`src/rtl/threat_pkg.sv`:
```
// Shared types and default constants for the threat detector.
// Holds the packet FSM state enum and the signature byte helper.
package threat_pkg;

    typedef enum logic [1:0] {
        IDLE    = 2'd0,
        PAYLOAD = 2'd1,
        DISCARD = 2'd2
    } pkt_state_e;

    localparam logic [31:0] DEF_SIG          = 32'hDEADBEEF;
    localparam int          DEF_MAX_LEN      = 64;
    localparam logic [7:0]  DEF_BLOCKED_TYPE = 8'hFF;
    localparam int          DEF_RATE_LIMIT   = 8;
    localparam int          DEF_WINDOW       = 100;

    // Byte i of the signature, byte 0 being the most significant.
    function automatic logic [7:0] sig_byte(
        input logic [31:0] s,
        input logic [1:0]  i
    );
        unique case (i)
            2'd0:    sig_byte = s[31:24];
            2'd1:    sig_byte = s[23:16];
            2'd2:    sig_byte = s[15:8];
            default: sig_byte = s[7:0];
        endcase
    endfunction

endpackage

```
`src/rtl/sig_matcher.sv`:
```
// Four-byte signature matcher over an accepted byte stream.
// hit is combinational on the beat that completes the signature.
module sig_matcher
    import threat_pkg::*;
#(
    parameter logic [31:0] SIG = DEF_SIG
) (
    input  logic       clk,
    input  logic       rst,
    input  logic [7:0] data,
    input  logic       en,
    input  logic       clr,
    output logic       hit
);

    logic [1:0] cnt;
    logic [1:0] base;
    logic [1:0] cnt_d;
    logic       eq;
    logic       eq0;

    // A clear on the same beat makes this byte the first of a fresh match.
    always_comb begin
        base  = clr ? 2'd0 : cnt;
        eq    = (data == sig_byte(SIG, base));
        eq0   = (data == sig_byte(SIG, 2'd0));
        hit   = en && eq && (base == 2'd3);
        cnt_d = base;
        if (en) begin
            if (eq)
                cnt_d = (base == 2'd3) ? 2'd0 : base + 2'd1;
            else
                cnt_d = eq0 ? 2'd1 : 2'd0;
        end
    end

    // Matched-byte count register.
    always_ff @(posedge clk) begin
        if (rst)
            cnt <= 2'd0;
        else
            cnt <= cnt_d;
    end

endmodule

```
`src/rtl/threat_detector.sv`:
```
// Inline packet inspector: length, type, truncation and rate rules,
// plus signature detection, with registered violation pulses.
module threat_detector
    import threat_pkg::*;
#(
    parameter logic [31:0] SIG          = DEF_SIG,
    parameter int          MAX_LEN      = DEF_MAX_LEN,
    parameter logic [7:0]  BLOCKED_TYPE = DEF_BLOCKED_TYPE,
    parameter int          RATE_LIMIT   = DEF_RATE_LIMIT,
    parameter int          WINDOW       = DEF_WINDOW
) (
    input  logic        clk,
    input  logic        rst,
    input  logic        in_valid,
    input  logic [7:0]  in_data,
    input  logic        in_sop,
    input  logic        in_eop,
    input  logic        firewall_block,
    output logic        in_ready,
    output logic        rule_violation,
    output logic        pattern_violation,
    output logic [15:0] viol_count
);

    localparam int LW  = $clog2(MAX_LEN + 2);
    localparam int SCW = $clog2(RATE_LIMIT + 2);
    localparam int WW  = (WINDOW > 2) ? $clog2(WINDOW) : 1;

    localparam logic [LW-1:0]  MAXL  = LW'(MAX_LEN);
    localparam logic [SCW-1:0] RLIM  = SCW'(RATE_LIMIT);
    localparam logic [WW-1:0]  WLAST = WW'(WINDOW - 1);

    pkt_state_e      state, state_d;
    logic [LW-1:0]   len, len_d;
    logic            flagged, flagged_d;
    logic            pat_done, pat_done_d;
    logic [WW-1:0]   win, win_d;
    logic [SCW-1:0]  sop_cnt, sop_cnt_d;
    logic [SCW-1:0]  sop_base;

    logic acc;
    logic sop_acc;
    logic pkt_breach;
    logic rate_breach;
    logic m_en;
    logic m_clr;
    logic m_hit;
    logic pat_pulse;

    assign in_ready = !firewall_block;
    assign acc      = in_valid && !firewall_block;
    assign sop_acc  = acc && in_sop;

    sig_matcher #(
        .SIG (SIG)
    ) u_match (
        .clk  (clk),
        .rst  (rst),
        .data (in_data),
        .en   (m_en),
        .clr  (m_clr),
        .hit  (m_hit)
    );

    // Packet FSM: length/type/truncation checks and matcher steering.
    always_comb begin
        state_d    = state;
        len_d      = len;
        flagged_d  = flagged;
        pkt_breach = 1'b0;
        m_en       = 1'b0;
        m_clr      = 1'b0;
        if (acc) begin
            if (in_sop) begin
                m_clr      = 1'b1;
                m_en       = 1'b1;
                len_d      = LW'(1);
                pkt_breach = (in_data == BLOCKED_TYPE) ||
                             ((state != IDLE) && !flagged);
                flagged_d  = (in_data == BLOCKED_TYPE);
                state_d    = in_eop ? IDLE : PAYLOAD;
            end else begin
                unique case (state)
                    IDLE: ;
                    PAYLOAD: begin
                        if (len == MAXL) begin
                            pkt_breach = !flagged;
                            flagged_d  = 1'b1;
                            state_d    = in_eop ? IDLE : DISCARD;
                        end else begin
                            len_d   = len + LW'(1);
                            m_en    = 1'b1;
                            state_d = in_eop ? IDLE : PAYLOAD;
                        end
                    end
                    DISCARD: begin
                        if (in_eop)
                            state_d = IDLE;
                    end
                    default: state_d = IDLE;
                endcase
            end
        end
    end

    // Rate window: a sop on the wrap cycle counts into the new window.
    always_comb begin
        win_d       = (win == WLAST) ? '0 : win + WW'(1);
        sop_base    = (win == WLAST) ? '0 : sop_cnt;
        rate_breach = sop_acc && (sop_base == RLIM);
        sop_cnt_d   = sop_base;
        if (sop_acc && (sop_base <= RLIM))
            sop_cnt_d = sop_base + SCW'(1);
    end

    // One signature pulse per packet; a new sop re-arms it.
    always_comb begin
        pat_pulse  = m_hit && !(pat_done && !sop_acc);
        pat_done_d = sop_acc ? 1'b0 : pat_done;
        if (m_hit)
            pat_done_d = 1'b1;
    end

    // State registers and registered outputs.
    always_ff @(posedge clk) begin
        if (rst) begin
            state             <= IDLE;
            len               <= '0;
            flagged           <= 1'b0;
            pat_done          <= 1'b0;
            win               <= '0;
            sop_cnt           <= '0;
            rule_violation    <= 1'b0;
            pattern_violation <= 1'b0;
            viol_count        <= '0;
        end else begin
            state             <= state_d;
            len               <= len_d;
            flagged           <= flagged_d;
            pat_done          <= pat_done_d;
            win               <= win_d;
            sop_cnt           <= sop_cnt_d;
            rule_violation    <= pkt_breach || rate_breach;
            pattern_violation <= pat_pulse;
            if ((rule_violation || pattern_violation) &&
                (viol_count != 16'hFFFF))
                viol_count <= viol_count + 16'd1;
        end
    end

endmodule

```
`config.mk`:
```
export PLATFORM = sky130hd
export DESIGN_NAME = threat_detector
export DESIGN_NICKNAME = d
export VERILOG_FILES = /design/src/rtl/threat_pkg.sv /design/src/rtl/sig_matcher.sv /design/src/rtl/threat_detector.sv
export SDC_FILE = /design/constraint.sdc
export NUM_CORES = 1
export LEC_CHECK = 0
export BUFFER_PORTS_ARGS = -buffer_cell sky130_fd_sc_hd__buf_2
export CORE_MARGIN = 2
export CORE_UTILIZATION = 30
export CTS_CLUSTER_DIAMETER = 120
export CTS_CLUSTER_SIZE = 20
export DETAILED_ROUTE_END_ITERATION = 16
export MAX_ROUTING_LAYER = met4
export PLACE_DENSITY = 0.47
export SYNTH_ARGS = -nofsm -noshare
export SYNTH_HDL_FRONTEND = slang
export SYNTH_SLANG_ARGS = --single-unit
```
`constraint.sdc`:
```
create_clock -name clk -period 2.94 [get_ports clk]
set_input_delay 0.294 -clock clk [delete_from_list [all_inputs] [get_ports clk]]
set_output_delay 0.294 -clock clk [all_outputs]
set_load 0.005 [all_outputs]
```
Yosys cells after proc, flatten, opt, wreduce, memory -nomap -nowiden
Cells that the tools add are included.
Widths: inputs -> output; s select.
{ "word_totals": {"reg_bits": 42, "input_bits": 14, "out_inout_bits": 19, "word_cells": 90} }
{ "op_classes": {"addsub": 5, "n_lt_le_gt_ge": 1, "n_eq_ne": 15, "mux": 32, "reduce_logical": 27} }
{ "op_table": {"columns": ["operator", "count"], "rows": [
  ["$mux 7", 3],
  ["$pmux 7 s3", 1],
  ["$mux 1", 17],
  ["$add 16x1->16 const B", 1],
  ["$eq 8x8->1 const B", 2],
  ["$mux 2", 8],
  ["$ne 16x16->1 const B", 1],
  ["$add 7x1->7 const B", 2],
  ["$eq 7x7->1 const B", 2],
  ["$logic_and 1x1->1", 10],
  ["$reduce_and 3->1", 3],
  ["$eq 8x8->1", 1],
  ["$mux 4", 2],
  ["$reduce_bool 2->1", 4],
  ["$eq 2x2->1 const B", 3],
  ["$pmux 2 s3", 1],
  ["$add 4x1->4 const B", 1],
  ["$eq 2x1->1 const B", 2],
  ["$eq 4x4->1 const B", 1],
  ["$le 4x4->1 const B", 1],
  ["$logic_not 1->1", 4],
  ["$logic_not 2->1", 2],
  ["$ne 2x2->1 const B", 2],
  ["$logic_or 1x1->1", 3],
  ["other kinds (3)", 3]
]} }

Longest topological paths before layout
Gate-level depths: netlist of run 1.
{ "logic_depth": {"ltp_word": 10, "ltp_mapped": 9, "ltp_nobuf": 8} }

Modules after synthesis
Synthesis of run 1 repeated with hierarchy kept, for this count alone.
{ "unflattened": {"cells_unflattened": 267, "hier_area_um2": 2313.5} }
{ "modules_own_cells": {"columns": ["mod", "n_inst", "cells_each", "area_each_um2", "seq_area_each_um2"], "rows": [
  ["threat_detector", 1, 239, 2054.5, 800.8],
  ["sig_matcher", 1, 28, 259.0, 40.0]
]} }

Worst setup path before layout of run 1
Ideal clock, no wire load.
{ "synth_path": {"path_kind": "register -> register", "startpoint": "register win[3]", "endpoint": "register rule_violation", "setup_time_ps": 70, "t_arrival_ps": 2051, "t_required_ps": 2870, "slack_ps": 818, "path_stages_with_launch": 7, "n_path_buf": 0, "synth_period_minus_slack_ps": 2122, "path_cell_list": "dfxtp_1 -> or4b_4 -> o21ai_0 -> ha_1 -> inv_1 -> or4_1 -> a21oi_1"} }
{ "synth_between": {"elab_chain_cells": 5} }
{ "synth_lines": {"columns": ["item", "line_no", "rtl"], "rows": [
  ["start, declared", "threat_detector.sv:37", "logic [WW-1:0] win, win_d;"],
  ["start signal, assigned", "threat_detector.sv:141", "win <= win_d;"],
  ["$eq 7x7->1", "threat_detector.sv:109", "sop_base = (win == WLAST) ? '0 : sop_cnt;"],
  ["$mux 4", "threat_detector.sv:109", null],
  ["$eq 4x4->1", "threat_detector.sv:110", "rate_breach = sop_acc && (sop_base == RLIM);"],
  ["$logic_and 1x1->1", "threat_detector.sv:110", null],
  ["$logic_or 1x1->1", "threat_detector.sv:143", "rule_violation <= pkt_breach || rate_breach;"],
  ["end signal, assigned", "threat_detector.sv:143", null],
  ["end, declared", "threat_detector.sv:20", "output logic rule_violation,"]
]} }
Every way passes these cells.
A chain may end at the register's enable or synchronous reset.

Final worst setup path of run 1
Same ends and word-level chain as after synthesis.

==> results_dict.tcl, run 1 <==
set metrics [dict create \
    grt_pass1_wl_um 8783 \
    drtIter0Drc 79 \
    first_pass_iters 4 \
    drive_gt1_share_pct 18.52 \
    syn-cell-area_mm2 0.002252 \
    die_h_um 90.65 \
    die-area_mm2 0.008217 \
    syn_nets 287 \
    ys_top_cells_by_count "dfxtp_1, a21oi_1, o21ai_0" \
    cts_sinks 42 \
    ys.flop_type "dfxtp_1" \
    max_slew.worst_pin.slew_ps 635.4 \
    synth.distinct_cells 53 \
    synth.most_common_cell "dfxtp_1" \
    clk_latency_ps 300 \
    syn_inst 264 \
    power.leakage_nw 0.9795 \
    max_cap_violations 0 \
    max_stage_delay_ps 580 \
    fin_skew_ps 18.44 \
    grt_use_total_pct 13.31 \
    antenna_found_initial 0 \
    hold_buffers 0 \
    hold_path_class "input port to register" \
    setup_viol 0 \
    synthTopCellsByArea "dfxtp_1, a21oi_1, ha_1, o21ai_0, or3_1" \
    vias 2005 \
    hold_viol_final 0 \
    yosysTopAreaCell "dfxtp_1" \
    ys_warn_count 0 \
    hold_depth 4 \
    portBuffers 32 \
    ys_seq_area_share_pct 37.33 \
    startpoint "win[3]$_SDFF_PP0_" \
    final_cell_area_mm2 0.002608 \
    slowest_stage "or4b_4" \
    diodes 0 \
    cp.required_ps 3150 \
    wl_met2_um 2240 \
    postCtsSetupBuffers 0 \
    timing.rr.start "win[3]$_SDFF_PP0_" \
    place_congestion 0.7281 \
    crit_end "rule_violation$_SDFF_PP0_" \
    p_per_area_mw_per_mm2 424.7 \
    setup.worst_path.class "register to register" \
    worstPathMaxFanout 6 \
    wl_per_cell_um 12.64 \
    r2r_end "rule_violation$_SDFF_PP0_" \
    worstSetupStartpointType "register" \
    core_mm2 0.007253 \
    cts_buffer_depth 2 \
    fmax_mhz 435.9 \
    status "finished clean" \
    vias_per_cell 5.063 \
    wl_um 5005 \
    top_layer "met4" \
    final_nets 319 \
    start_util_pct 31.05 \
    drc 0 \
    num-fill-cells 791 \
    ir_drop_mv 0.2330 \
    placed_area_mm2 0.002501 \
    synth_edf_count 0 \
    drt-met1-wl_um 2556 \
    cts-root-buf "clkbuf_8" \
    rows 31 \
    grt_pass1_vias 1865 \
    synth-seq-cells 42 \
    detail-route-antenna-nets 0 \
    slew_headroom_pct 57.64 \
    cts_tree "done" \
    met3_length_um 149 \
    r2r_slack_ps 650 \
    rsz0062_at_grt "no" \
    htreeDepth 2 \
    area_growth_pct 15.78 \
    path_cells "or4b_4, o21ai_0, ha_1, inv_1, or4_1, a21oi_1" \
    dp_hpwl_um 3597 \
    async_flop_share_pct 0 \
    syn_avg_cell_area_um2 8.531 \
    fin_crit_sh_pct 78.03 \
    num_io_pins 33 \
    grt_max_degree 35 \
    clkTransAtPathRegs_ps 80 \
    fin_crit_ps 2294 \
    overflow 0 \
    netlist.area_leader.share_pct 37.33 \
    setup-tns-final_ps 0 \
    worstRegToRegCells 6 \
    cts-resized-gates 0 \
    die_x_um 90.65 \
    worstPathArrival_ps 2510 \
    cp-end-kind "register" \
    numCtsBuffers 5 \
    finalMaxSlewViolations 0 \
]
kinds of logic (layout without fill, tap and decap cells):
family          after synthesis  in the layout  share of synthesized area (%)
compound gates               75             75                          21.61
xor+xnor                      9              9                          3.500
fa+ha+maj                     9              9                          5.000
buf+inv                      21             54                          4.500
flops                        42             42                          37.33
mux                           1              1                         0.4445
simple gates                107            107                          27.61
power breakdown:
group	switching, mW	internal (mW)	total [mW]
logic	0.0424	0.0260	0.0684
clock network	0.202	0.255	0.457
registers	0.00684	0.575	0.582
total	0.252	0.856	1.11
sequential cells by signal, indices dropped and copies added, names as in the netlist:
name               count
viol_count            16
len                    7
win                    7
sop_cnt                4
state                  2
u_match.cnt            2
flagged                1
pat_done               1
pattern_violation      1
rule_violation         1
worst max-delay path, delay by kind of cell (launching register included):
family	cells	cell delay [ps]
AND/OR/NAND/NOR	2	1070
flip-flops	1	350
AO/OA/AOI/OAI	2	520
adder cells (fa/ha/maj)	1	220
buffers and inverters	1	60
layer usage:
layer | track usage (%) | vias up
met5 | - | -
met4 | 4.231 | 0
met3 | 3.005 | 8
met2 | 20.21 | 23
met1 | 17.60 | 914
li1 | - | 1060
final cells by class:
class / instances / area [µm²] / area share (%)
inverter: 12 / 45.04 / 1.727
multi-input combinational: 201 / 1316 / 50.48
clock inverter: 1 / 30.03 / 1.152
tap: 99 / 123.9 / 4.750
sequential: 42 / 840.8 / 32.25
timing repair buffer: 34 / 175.2 / 6.718
clock buffer: 7 / 76.32 / 2.927
per-stage QoR:
step	util (%)	power, mW	hold WS, ps	std cells	worst slack, ps
floorplan	-	0.6430	369.7	264	818.3
global placement	34.48	0.6656	455.1	388	651.5
detailed placement	34.48	0.6650	455.1	388	541.1
CTS	35.95	1.127	297.6	396	658.8
global route	35.95	1.158	317.9	396	467.2
finish	35.95	1.108	303.9	396	646.0
placed cells by master (no fill, tap or decap), types with 3 or more instances in the layout:
| cell | n |
|---|---|
| a21oi_1 | 29 |
| buf_2 | 32 |
| clkbuf_8 | 5 |
| dfxtp_1 | 42 |
| ha_1 | 9 |
| inv_1 | 12 |
| nand2_1 | 17 |
| nand2b_1 | 7 |
| nand3_1 | 13 |
| nand4_1 | 6 |
| nor2_1 | 16 |
| nor3_1 | 6 |
| nor4_1 | 3 |
| o2111ai_1 | 3 |
| o21ai_0 | 18 |
| o31ai_1 | 7 |
| or3_1 | 12 |
| or4_1 | 3 |
| or4_2 | 3 |
| xnor2_1 | 6 |
| xor2_1 | 3 |
how the worst min path moves through the flow:
stage / startpoint / end / slack [ps]
floorplan: rst / pattern_violation$_SDFF_PP0_ / 370
global placement: u_match.cnt[1]$_SDFF_PP0_ / u_match.cnt[1]$_SDFF_PP0_ / 460
detailed placement: u_match.cnt[1]$_SDFF_PP0_ / u_match.cnt[1]$_SDFF_PP0_ / 460
CTS: in_eop / state[0]$_SDFFE_PP0P_ / 300
global route: in_eop / state[1]$_SDFFE_PP0P_ / 320
finish: in_eop / state[1]$_SDFFE_PP0P_ / 300
Note: power is estimated with default switching activity, not from simulation.
==> inputs of run 2 (changes only) <==
==> constraint.sdc (replaced) <==
create_clock -name clk -period 2.2 [get_ports clk]
set_input_delay 0.22 -clock clk [delete_from_list [all_inputs] [get_ports clk]]
set_output_delay 0.22 -clock clk [all_outputs]
set_load 0.005 [all_outputs]
==> results_dict.tcl, run 2 (synthesized netlist as in run 1, its figures left out) <==
set metrics [dict create \
    overflow 0 \
    worstSetupStartpointType "register" \
    hold_path_class "input port to register" \
    worstRegToRegCells 6 \
    met1_usage_pct 18.63 \
    num_io_pins 33 \
    timing.rr.start "win[3]$_SDFF_PP0_" \
    worstPathArrival_ps 2290 \
    numCtsBuffers 5 \
    cp.required_ps 2430 \
    switching_share_pct 25.10 \
    drive_gt1_share_pct 21.64 \
    grt_busiest_layer "met2" \
    detail-route-antenna-nets 0 \
    dp_hpwl_um 3775 \
    p_seq_share_pct 56.1 \
    final_nets 327 \
    finalMaxSlewViolations 0 \
    vias 2048 \
    dp_cells 396 \
    worstPathMaxFanout 6 \
    max_slew.worst_pin.slew_ps 591.6 \
    ir_drop_mv 0.2110 \
    grtUsageMet2_pct 21.27 \
    setup.worst_path.class "register to register" \
    die_h_um 90.65 \
    cts_tree "done" \
    comb_power_share_pct 7.5 \
    path_cells "or4b_4, o21ai_1, ha_1, inv_1, or4_1, a21oi_1" \
    setup_viol 0 \
    r2r_end "rule_violation$_SDFF_PP0_" \
    antenna_found_initial 0 \
    slew_headroom_pct 60.52 \
    path_delay_family "simple AND/OR/NAND/NOR gates" \
    fin_crit_ps 2067 \
    cts_buffer_depth 2 \
    power.leakage_nw 1.011 \
    final_cells 404 \
    p_int_mw 1.035 \
    placed_area_mm2 0.002561 \
    diodes 0 \
    fin_skew_ps 9.954 \
    hold_start "in_data[4]" \
    switchingPower_mw 0.3470 \
    core_mm2 0.007253 \
    grt_pass1_wl_um 9101 \
    grt_use_total_pct 13.90 \
    r2r_slack_ps 130 \
    p_per_area_mw_per_mm2 520.1 \
    gr-usage-met3_pct 2.838 \
    fmax_mhz 483.7 \
    die_x_um 90.65 \
    vias_per_cell 5.069 \
    cp-end-kind "register" \
    wl_um 5162 \
    rows 31 \
    holdWs_ps 247.8 \
    portBuffers 32 \
    first_pass_iters 4 \
    slowest_stage "or4b_4" \
    die-area_mm2 0.008217 \
    rsz0062_at_grt "no" \
    mostFrequentLayoutCells "dfxtp_1, buf_2, a21oi_1, nand2_1" \
    drtIter0Drc 107 \
    fin_crit_sh_pct 93.97 \
    htreeDepth 2 \
    clk_latency_ps 300 \
    top_register "viol_count" \
    reg.largest.list "viol_count x16, len x7, win x7" \
    clkTransAtPathRegs_ps 80 \
    start_util_pct 31.05 \
    grt_pass1_vias 1848 \
    clkPwrFrac_pct 36.3 \
    setup-tns-final_ps 0 \
    hold_depth 3 \
    layout_commonest_cell "dfxtp_1" \
    final_cell_area_mm2 0.002658 \
    grt_max_degree 24 \
    place_congestion 0.7465 \
    hold_viol_final 0 \
    cts-root-buf "clkbuf_8" \
    wl_per_cell_um 12.78 \
    hold_end "u_match.cnt[0]$_SDFF_PP0_" \
    largest_reg_flops 16 \
    cts_sinks 42 \
    drc 0 \
    critPathBufInv 1 \
    area_growth_pct 18.00 \
    max_cap_violations 0 \
    max_stage_delay_ps 590 \
    status "finished clean" \
    num-fill-cells 783 \
]
run 2: changes by cell type in the layout (fill, tap and decap cells not counted):
cell,change
buf_4,+8
o21ai_0,-2
bufinv_16,-1
clkbuf_1,-1
clkinv_2,+1
clkinv_4,+1
o21ai_1,+1
o21ai_2,+1
o221ai_1,-1
o221ai_2,+1
run 2: timing repair:
action	4_1_cts	5_1_grt
hold buffers	0	0
gates resized for setup	0	4
endpoints found under the setup margin	0	3
setup buffers	0	0
run 2: per-stage QoR:
stage / utilization [%] / setup WS, ps / total power, mW
6_report: 36.64 / 132.7 / 1.382
5_1_grt: 36.64 / 8.391 / 1.461
4_1_cts: 36.50 / 61.69 / 1.409
3_5_place_dp: 35.31 / 53.40 / 0.8986
3_3_place_gp: 35.31 / 137.7 / 0.8991
2_1_floorplan: - / 78.28 / 0.8593
run 2: power by group through the flow:
| stage | logic [mW] | clock network (mW) | registers (mW) |
|---|---|---|---|
| after global routing | 0.118 | 0.565 | 0.777 |
| after floorplan | 0.0654 | 0 | 0.794 |
| after detailed placement | 0.105 | 0 | 0.794 |
| after global placement | 0.105 | 0 | 0.794 |
| final | 0.104 | 0.502 | 0.776 |
| after CTS | 0.105 | 0.528 | 0.776 |
run 2: final cells by class:
cell class                 count  area (µm²)  share of cell area, %
tap                           99       123.9                  4.661
clock buffer                   6       72.57                  2.731
timing repair buffer          42       235.2                  8.851
multi-input combinational    201        1326                  49.91
inverter                      12       45.04                  1.695
clock inverter                 2       13.76                 0.5179
sequential                    42       840.8                  31.64
run 2: worst max-delay path by stage:
stage | to | slack, ps | from | cells after the start
floorplan | rule_violation$_SDFF_PP0_ | 80 | win[3]$_SDFF_PP0_ | 6
global placement | pattern_violation$_SDFF_PP0_ | 140 | firewall_block | 9
detailed placement | u_match.cnt[0]$_SDFF_PP0_ | 50 | firewall_block | 9
CTS | rule_violation$_SDFF_PP0_ | 60 | win[3]$_SDFF_PP0_ | 6
global route | rule_violation$_SDFF_PP0_ | 8 | win[3]$_SDFF_PP0_ | 6
finish | rule_violation$_SDFF_PP0_ | 130 | win[3]$_SDFF_PP0_ | 6
run 2: tightest hold or removal path, delay by kind of cell:
family          cells  cell delay [ps]
buf+inv             1              120
simple gates        1               90
compound gates      1               70
run 2: routing by layer:
metal / share of wire [%] / up-vias
met5: 0 / -
met4: 1.2 / 0
met3: 3.9 / 6
met2: 46 / 27
met1: 49 / 942
li1: - / 1073
==> inputs of run 3 (changes only) <==
--- a/config.mk
+++ b/config.mk
@@ -5,6 +5,7 @@
 export SDC_FILE = /design/constraint.sdc
 export NUM_CORES = 1
 export LEC_CHECK = 0
+export ABC_AREA = 1
 export BUFFER_PORTS_ARGS = -buffer_cell sky130_fd_sc_hd__buf_2
 export CORE_MARGIN = 2
 export CORE_UTILIZATION = 30
==> constraint.sdc (replaced) <==
create_clock -name clk -period 2.2 [get_ports clk]
set_input_delay 0.33 -clock clk [delete_from_list [all_inputs] [get_ports clk]]
set_output_delay 0.33 -clock clk [all_outputs]
set_load 0.005 [all_outputs]
==> results_dict.tcl, run 3 <==
set metrics [dict create \
    drive_gt1_share_pct 19.29 \
    worstPathArrival_ps 2040 \
    postCtsSetupBuffers 0 \
    start_util_pct 30.56 \
    fin_crit_ps 1859 \
    fmax_mhz 538.1 \
    hold_path_class "input port to register" \
    clkTransAtPathRegs_ps 80 \
    synth_edf_count 0 \
    cts-root-buf "clkbuf_8" \
    setup_viol 0 \
    p_per_area_mw_per_mm2 509.1 \
    rsz0062_at_grt "no" \
    vias_per_cell 4.426 \
    fin_crit_sh_pct 84.48 \
    cts_tree "done" \
    core_mm2 0.008593 \
    worstPathMaxFanout 4 \
    yosysTopAreaCell "dfxtp_1" \
    layout_commonest_cell "nand2_1" \
    wl_um 5726 \
    hold_buffers 0 \
    synthTopCellsByArea "dfxtp_1, nand2_1, inv_1, nor2_1, nand3_1" \
    cts-resized-gates 0 \
    cp-end-kind "register" \
    worstRegToRegCells 11 \
    r2r_slack_ps 340 \
    syn_nets 412 \
    grt_pass1_vias 2166 \
    portBuffers 32 \
    utilization_pct 34.55 \
    synth.distinct_cells 36 \
    startpoint "win[0]$_SDFF_PP0_" \
    area_growth_pct 13.05 \
    r2r_end "sop_cnt[0]$_SDFF_PP0_" \
    ys.flop_type "dfxtp_1" \
    htreeDepth 2 \
    netlist.area_leader.share_pct 32.02 \
    syn-cell-area_mm2 0.002626 \
    slowest_stage "dfxtp_1" \
    drtIter0Drc 71 \
    setup.worst_path.class "register to register" \
    syn_inst 389 \
    syn_avg_cell_area_um2 6.751 \
    die_x_um 97.57 \
    overflow 0 \
    status "finished clean" \
    hold_end "state[1]$_SDFFE_PP0P_" \
    ir_drop_mv 0.2299 \
    ys_seq_area_share_pct 32.02 \
    diodes 0 \
    mostFrequentLayoutCells "nand2_1, inv_1, nor2_1, dfxtp_1, buf_2" \
    finalMaxSlewViolations 0 \
    hold_viol_final 0 \
    vias 2359 \
    grt_max_degree 27 \
    p_total_mw 1.512 \
    path_cells "ha_1, nand3_1, nor2_1, nor2_1, inv_1, ha_1, nand2_1, nand2_1, nand2_1, o21ai_0, nor2_1" \
    max_slew.worst_pin.slew_ps 365.1 \
    numCtsBuffers 5 \
    reg.largest.list "viol_count x16, len x7, win x7" \
    async_flop_share_pct 0 \
    slew_headroom_pct 75.53 \
    dp_hpwl_um 4250 \
    grt_use_total_pct 12.72 \
    wl_per_cell_um 10.74 \
    drc 0 \
    place_congestion 0.7922 \
    hold_depth 4 \
    detail-route-antenna-nets 0 \
    max_stage_delay_ps 360 \
    worstSetupStartpointType "register" \
    clk_latency_ps 300 \
    setup-tns-final_ps 0 \
    fin_skew_ps 11.70 \
    largest_reg_flops 16 \
    die_h_um 97.57 \
    final_nets 447 \
    ys_warn_count 0 \
    timing.rr.start "win[0]$_SDFF_PP0_" \
    synth-seq-cells 42 \
    num_io_pins 33 \
    ys_top_cells_by_count "nand2_1, inv_1, nor2_1" \
    grt_pass1_wl_um 9749 \
    top_register "viol_count" \
    die-area_mm2 0.009519 \
    first_pass_iters 4 \
    antenna_found_initial 0 \
    max_cap_violations 0 \
    rows 34 \
    cts_buffer_depth 2 \
    power.leakage_nw 1.269 \
    cp.required_ps 2380 \
    synth.most_common_cell "nand2_1" \
    hold_start "in_eop" \
    cts_sinks 42 \
]
[run 3: cell type report]
cell class	count	area, µm²
timing repair buffer	34	175.2
tap	108	135.1
clock buffer	6	72.57
fill	983	5624
sequential	42	840.8
clock inverter	2	37.54
inverter	57	219.0
multi-input combinational	284	1489
[run 3: routing by layer]
metal	vias to the layer above	wire (µm)	track usage (%)
met2	30	2786	21.86
met4	0	34	3.419
met5	-	0	-
met3	4	166	2.806
met1	1038	2737	15.03
li1	1287	-	-
[run 3: worst max-delay path: cells and delay by family (launching register included)]
family,cells,cell delay (ps)
adders and majority gates,2,400
DFF,1,360
buffers and inverters,1,90
AOI/OAI and AO/OA,1,180
and+or+nand+nor,7,710
[run 3: stage by stage]
step	cell area (µm²)	hold slack, ps	std cells	setup WS, ps
5_1_grt	2969	333.7	533	137.2
6_report	2969	325.7	533	341.5
3_3_place_gp	2859	432.6	525	358.8
4_1_cts	2969	318.5	533	340.8
3_5_place_dp	2859	445.5	525	316.2
2_1_floorplan	2626	417.9	389	516.4
[run 3: worst max path at each step]
stage	end	slack, ps	cells past startpoint
after CTS	sop_cnt[0]$_SDFF_PP0_	340	11
final	sop_cnt[0]$_SDFF_PP0_	340	11
after global routing	sop_cnt[1]$_SDFF_PP0_	140	11
after detailed placement	pat_done$_SDFFE_PP0P_	320	15
after floorplan	pat_done$_SDFFE_PP0P_	520	13
after global placement	pat_done$_SDFFE_PP0P_	360	14
[run 3: cells by family after synthesis]
group | synth area share [%]
and+or+nand+nor | 39.73
buffers and inverters | 11.29
DFF | 32.02
AOI/OAI and AO/OA | 8.671
xor gates and xnor gates | 4.002
adders and majority gates | 4.288
[run 3: where the power goes]
part           leakage (nW)  internal, mW  switching (mW)
logic                 0.878        0.0415          0.0769
clock network        0.0514         0.339           0.276
registers             0.340         0.770         0.00828
total                  1.27          1.15           0.361
